===== src/rtl/uart_rx_fifo_if.sv =====
// Byte-stream handshake between the UART receive FIFO and its producer/consumer.
// The master side drives the write, read and clear strobes; the slave side is the FIFO.
interface uart_rx_fifo_if #(
    parameter int DATA_WIDTH = 8,
    parameter int ADDR_WIDTH = 4
);
    logic                  wr;
    logic [DATA_WIDTH-1:0] w_data;
    logic                  rd;
    logic [DATA_WIDTH-1:0] r_data;
    logic                  empty;
    logic                  full;
    logic [ADDR_WIDTH:0]   level;
    logic                  overflow;
    logic                  ovf_clr;

    modport master (
        output wr, w_data, rd, ovf_clr,
        input  r_data, empty, full, level, overflow
    );

    modport slave (
        input  wr, w_data, rd, ovf_clr,
        output r_data, empty, full, level, overflow
    );
endinterface


===== src/rtl/uart_rx_fifo.sv =====
// First-word-fall-through byte FIFO behind the UART receiver, with occupancy and sticky overflow.
// Define UART_RX_FIFO_OVERWRITE_EN to keep the newest bytes on overflow instead of the oldest.
module uart_rx_fifo #(
    parameter int DATA_WIDTH = 8,
    parameter int ADDR_WIDTH = 4
) (
    input  logic         clk,
    input  logic         rst_n,
    uart_rx_fifo_if.slave bus
);
    localparam int DEPTH = 2 ** ADDR_WIDTH;
    localparam logic [ADDR_WIDTH:0] LEVEL_FULL = (ADDR_WIDTH + 1)'(DEPTH);
    localparam logic [ADDR_WIDTH:0] LEVEL_ONE  = (ADDR_WIDTH + 1)'(1);
    localparam logic [ADDR_WIDTH-1:0] PTR_ONE  = ADDR_WIDTH'(1);

    logic [DATA_WIDTH-1:0] mem [DEPTH];
    logic [ADDR_WIDTH-1:0] wr_ptr;
    logic [ADDR_WIDTH-1:0] rd_ptr;
    logic [ADDR_WIDTH:0]   level;
    logic                  overflow;
    logic                  is_empty;
    logic                  is_full;
    logic                  ovf_set;
    logic                  push;
    logic                  pop;

    assign is_empty = (level == '0);
    assign is_full  = (level == LEVEL_FULL);
    assign ovf_set  = bus.wr && is_full && !bus.rd;

`ifdef UART_RX_FIFO_OVERWRITE_EN
    // Overflowing write replaces the oldest entry: an implicit pop alongside the push.
    assign push = bus.wr;
    assign pop  = (bus.rd && !is_empty) || ovf_set;
`else
    assign push = bus.wr && !ovf_set;
    assign pop  = bus.rd && !is_empty;
`endif

    always_ff @(posedge clk) begin
        if (push) begin
            mem[wr_ptr] <= bus.w_data;
        end
    end

    always_ff @(posedge clk or negedge rst_n) begin
        if (!rst_n) begin
            wr_ptr   <= '0;
            rd_ptr   <= '0;
            level    <= '0;
            overflow <= 1'b0;
        end else begin
            if (push) begin
                wr_ptr <= wr_ptr + PTR_ONE;
            end
            if (pop) begin
                rd_ptr <= rd_ptr + PTR_ONE;
            end
            case ({push, pop})
                2'b10:   level <= level + LEVEL_ONE;
                2'b01:   level <= level - LEVEL_ONE;
                default: level <= level;
            endcase
            // Set has priority so a coincident clear cannot hide a fresh overflow.
            if (ovf_set) begin
                overflow <= 1'b1;
            end else if (bus.ovf_clr) begin
                overflow <= 1'b0;
            end
        end
    end

    assign bus.r_data   = is_empty ? '0 : mem[rd_ptr];
    assign bus.empty    = is_empty;
    assign bus.full     = is_full;
    assign bus.level    = level;
    assign bus.overflow = overflow;
endmodule


===== src/flat_wrapper.sv =====
// flat-port wrapper written by rule: the top's interface ports become plain ports
module uart_rx_fifo_flat 
#(
    parameter int DATA_WIDTH = 8,
    parameter int ADDR_WIDTH = 4
)
  (clk, rst_n, bus_wr, bus_w_data, bus_rd, bus_ovf_clr, bus_r_data, bus_empty, bus_full, bus_level, bus_overflow);
  uart_rx_fifo_if #(.DATA_WIDTH(DATA_WIDTH), .ADDR_WIDTH(ADDR_WIDTH)) bus_i ();
  input  logic clk;
  input  logic rst_n;
  input wire logic [$bits(bus_i.wr)-1:0] bus_wr;
  input wire logic [$bits(bus_i.w_data)-1:0] bus_w_data;
  input wire logic [$bits(bus_i.rd)-1:0] bus_rd;
  input wire logic [$bits(bus_i.ovf_clr)-1:0] bus_ovf_clr;
  output wire logic [$bits(bus_i.r_data)-1:0] bus_r_data;
  output wire logic [$bits(bus_i.empty)-1:0] bus_empty;
  output wire logic [$bits(bus_i.full)-1:0] bus_full;
  output wire logic [$bits(bus_i.level)-1:0] bus_level;
  output wire logic [$bits(bus_i.overflow)-1:0] bus_overflow;
  assign bus_i.wr = bus_wr;
  assign bus_i.w_data = bus_w_data;
  assign bus_i.rd = bus_rd;
  assign bus_i.ovf_clr = bus_ovf_clr;
  assign bus_r_data = bus_i.r_data;
  assign bus_empty = bus_i.empty;
  assign bus_full = bus_i.full;
  assign bus_level = bus_i.level;
  assign bus_overflow = bus_i.overflow;
  uart_rx_fifo #(.DATA_WIDTH(DATA_WIDTH), .ADDR_WIDTH(ADDR_WIDTH)) u_core (.clk(clk), .rst_n(rst_n), .bus(bus_i));
endmodule

===== config.mk =====
export PLATFORM = sky130hd
export DESIGN_NAME = uart_rx_fifo_flat
export DESIGN_NICKNAME = d
export VERILOG_FILES = /design/src/rtl/uart_rx_fifo_if.sv /design/src/rtl/uart_rx_fifo.sv /design/src/flat_wrapper.sv
export SDC_FILE = /design/constraint.sdc
export NUM_CORES = 1
export LEC_CHECK = 0
export BUFFER_PORTS_ARGS = -buffer_cell sky130_fd_sc_hd__buf_2
export CAP_MARGIN = 20
export CORE_ASPECT_RATIO = 0.75
export CORE_MARGIN = 2
export CORE_UTILIZATION = 50
export CTS_BUF_LIST = sky130_fd_sc_hd__clkbuf_4 sky130_fd_sc_hd__clkbuf_8
export CTS_CLUSTER_SIZE = 25
export DETAILED_ROUTE_END_ITERATION = 10
export PLACE_DENSITY = 0.76
export SYNTH_ARGS = -nofsm -noshare
export SYNTH_HDL_FRONTEND = slang
export SYNTH_SLANG_ARGS = --single-unit

===== constraint.sdc =====
create_clock -name clk -period 2.4 [get_ports clk]
set_clock_uncertainty 0.15 [all_clocks]
set_input_delay 0.24 -clock clk [delete_from_list [all_inputs] [get_ports clk]]
set_output_delay 0.24 -clock clk [all_outputs]
set_load 0.01 [all_outputs]

==> impl_metrics.tcl <==
set metrics [dict create \
    status "complete, but fails checks" \
    violations "setup timing" \
    crit_path_start "u_core.rd_ptr[1]" \
    ys_warn_count 0 \
    required_ps 2010 \
    min_from "bus_w_data[4]" \
    maxSlewHeadroom 0.336 \
    synthFlopType "edfxtp_1" \
    detailed_place.area_um2 6310 \
    area_growth_pct 16.5 \
    endpoint_kind "output port" \
    grt_max_degree 25 \
    crit_fanout 5 \
    synth.area.top_cells "edfxtp_1 (65%), mux4_2 (8.4%), dfrtp_1 (5.9%), mux4_1 (4.5%), mux2_2 (1.9%)" \
    period_share 1.13 \
    grt_pass1_vias 3109 \
    yosysUniqueCellTypes 37 \
    netlist.area_leader.share 0.652 \
    gp_congestion 0.801 \
    r2r-start "u_core.bus.level[2]" \
    worst_pin_slew_ps 995 \
    die_h_um 98.1 \
    nNetsFinal 381 \
    grt_overflow 0 \
    synth.cell_area_um2 5900 \
    cts_tree "yes" \
    diodes 0 \
    dieWidth_um 129 \
    num_rows 34 \
    async_flop_share 0.0986 \
    whs_ps 32.1 \
    port_buffers 28 \
    grt_pass1_wl_um 17400 \
    fmax_mhz 370 \
    power_frac_comb 0.367 \
    numCtsBuffers 17 \
    synth_top_area_cell "edfxtp_1" \
    ir_drop_mv 0.736 \
    viasPerCell 5.54 \
    final_cell_mix "edfxtp_1 (128), mux4_2 (31), buf_2 (27)" \
    min_period_ps 2710 \
    synth_nets 324 \
    place_hpwl_um 6940 \
    ant_nets 0 \
    drive_gt1_frac 0.398 \
    drcViolationCount 0 \
    setup_ws_ps -306 \
    grtUsageTotal 0.190 \
    num_vias 2961 \
    mostFrequentLayoutCell "edfxtp_1" \
    first_pass_iters 4 \
    postRouteWirelength_um 11100 \
    synth_cells 303 \
    drtIter0Drc 244 \
    min_path_cells 1 \
    switchingPower_mw 2.60 \
    setup_viol_count_final 8 \
    initial_core_util 0.512 \
    cts_buffer_depth 2 \
    pwr-share-clk 0.225 \
    min_path_type "input port to flop" \
    seq_power_share 0.408 \
    cts_root_buffer "clkbuf_8" \
    switching_share 0.321 \
    final_area_um2 6870 \
    antenna_found_initial 0 \
    path_clk_slew_ps 80 \
    clk_latency_ps 430 \
    hold_violations 0 \
    rsz0062_at_grt "yes" \
    die_area_um2 12700 \
    crit_arrival_ps 2320 \
    core_um2 11500 \
    ioPinCount 29 \
    synth-edff-count 128 \
    critPathKind "flop to output port" \
    drt-wirelength-per-cell_um 20.8 \
    synth-seq-cells 142 \
    crit_path_start_kind "flop" \
    clock-sinks 142 \
    p_int_mw 5.52 \
    timing.final.max_slew_violations 0 \
    htreeDepth 4 \
    drv_cap 0 \
    power_per_cell_area_nw_per_um2 1180 \
    pre_cts_ws_ps 63.4 \
    power.leakage_nw 2.46 \
    r2r_cells 10 \
    yosysSeqAreaShare 0.711 \
    syn_area_per_cell_um2 19.5 \
    total_power_mw 8.12 \
]
[layout make-up]
cell class / count / area [um2]
Sequential cell: 142 / 4200
Fill cell: 816 / 4650
Tap cell: 162 / 203
Clock inverter: 13 / 140
Clock buffer: 18 / 241
Inverter: 9 / 33.8
Timing Repair Buffer: 56 / 438
Multi-Input combinational cell: 134 / 1620
[worst max-delay path, cell delays in order (launching register included)]
cell     delay (ps)
dfrtp_2         500
buf_6           170
mux4_2          510
mux2_4          290
o21ai_2         130
a21oi_2          80
buf_2           210
[cells by family (layout without fill, tap and decap cells)]
logic type               after synthesis  in the layout  synth area share
XOR/XNOR                              12             12            0.0178
adder cells (fa/ha/maj)                8              8            0.0170
AND/OR/NAND/NOR                       38             38            0.0382
multiplexers                          50             50             0.161
AO/OA/AOI/OAI                         26             26            0.0250
buffers and inverters                 27             96            0.0297
flip-flops                           142            142             0.711
[power groups by stage]
| stage | registers (mW) | logic [mW] | clock network (mW) |
|---|---|---|---|
| global route | 3.34 | 3.23 | 1.96 |
| CTS | 3.28 | 2.82 | 1.86 |
| detailed placement | 3.31 | 2.62 | 0 |
| global placement | 3.29 | 2.55 | 0 |
| finish | 3.31 | 2.98 | 1.83 |
| floorplan | 3.23 | 1.94 | 0 |
[registers in the layout, indices dropped and copies added (netlist names)]
| register | count |
|---|---|
| u_core.mem | 128 |
| u_core.bus.level | 5 |
| u_core.rd_ptr | 4 |
| u_core.wr_ptr | 4 |
| u_core.bus.overflow | 1 |
[synthesized netlist by cell type, types with 2 or more instances]
cell type / n
a21oi_1: 10
and3_1: 17
buf_2: 4
buf_4: 5
buf_6: 3
clkbuf_1: 4
dfrtp_1: 14
edfxtp_1: 128
ha_1: 8
inv_1: 9
mux2_2: 10
mux2i_1: 8
mux4_1: 10
mux4_2: 22
nand2_1: 5
nand2b_1: 2
nand3_1: 3
nor2_1: 2
nor2b_1: 3
o21ai_0: 7
o21ai_1: 3
xnor2_1: 7
xor2_1: 5
[stage by stage]
step	setup TNS, ps	cells	util
CTS	-2220	530	0.589
floorplan	-192	303	-
global route	-2960	534	0.596
global placement	0	492	0.547
finish	-2210	534	0.596
detailed placement	0	492	0.547
[path summary, 6_finish.rpt]
path / slack, ps / to
max: -310 / bus_r_data[7]
min: 30 / u_core.mem[4][4]
max reg2reg: 50 / u_core.bus.level[4]
min reg2reg: 400 / u_core.rd_ptr[3]
max in group asynchronous: 1730 / u_core.rd_ptr[1]
min in group asynchronous: 90 / u_core.bus.overflow
[routing by layer]
metal / track usage / wire length [um]
met4: 0.0645 / 75
met5: 0 / 0
met1: 0.272 / 4710
met2: 0.290 / 5410
met3: 0.0466 / 919
[what timing repair did]
item / 4_1_cts / 5_1_grt
resized for setup: 17 / 21
setup buffers: 2 / 4
gates cloned: 1 / 1
endpoints found under the setup margin: 8 / 10
pin swaps: 0 / 6
endpoints found under the hold margin: 18 / 0
hold buffers: 4 / 0
Power figures use the tool's default switching activity.
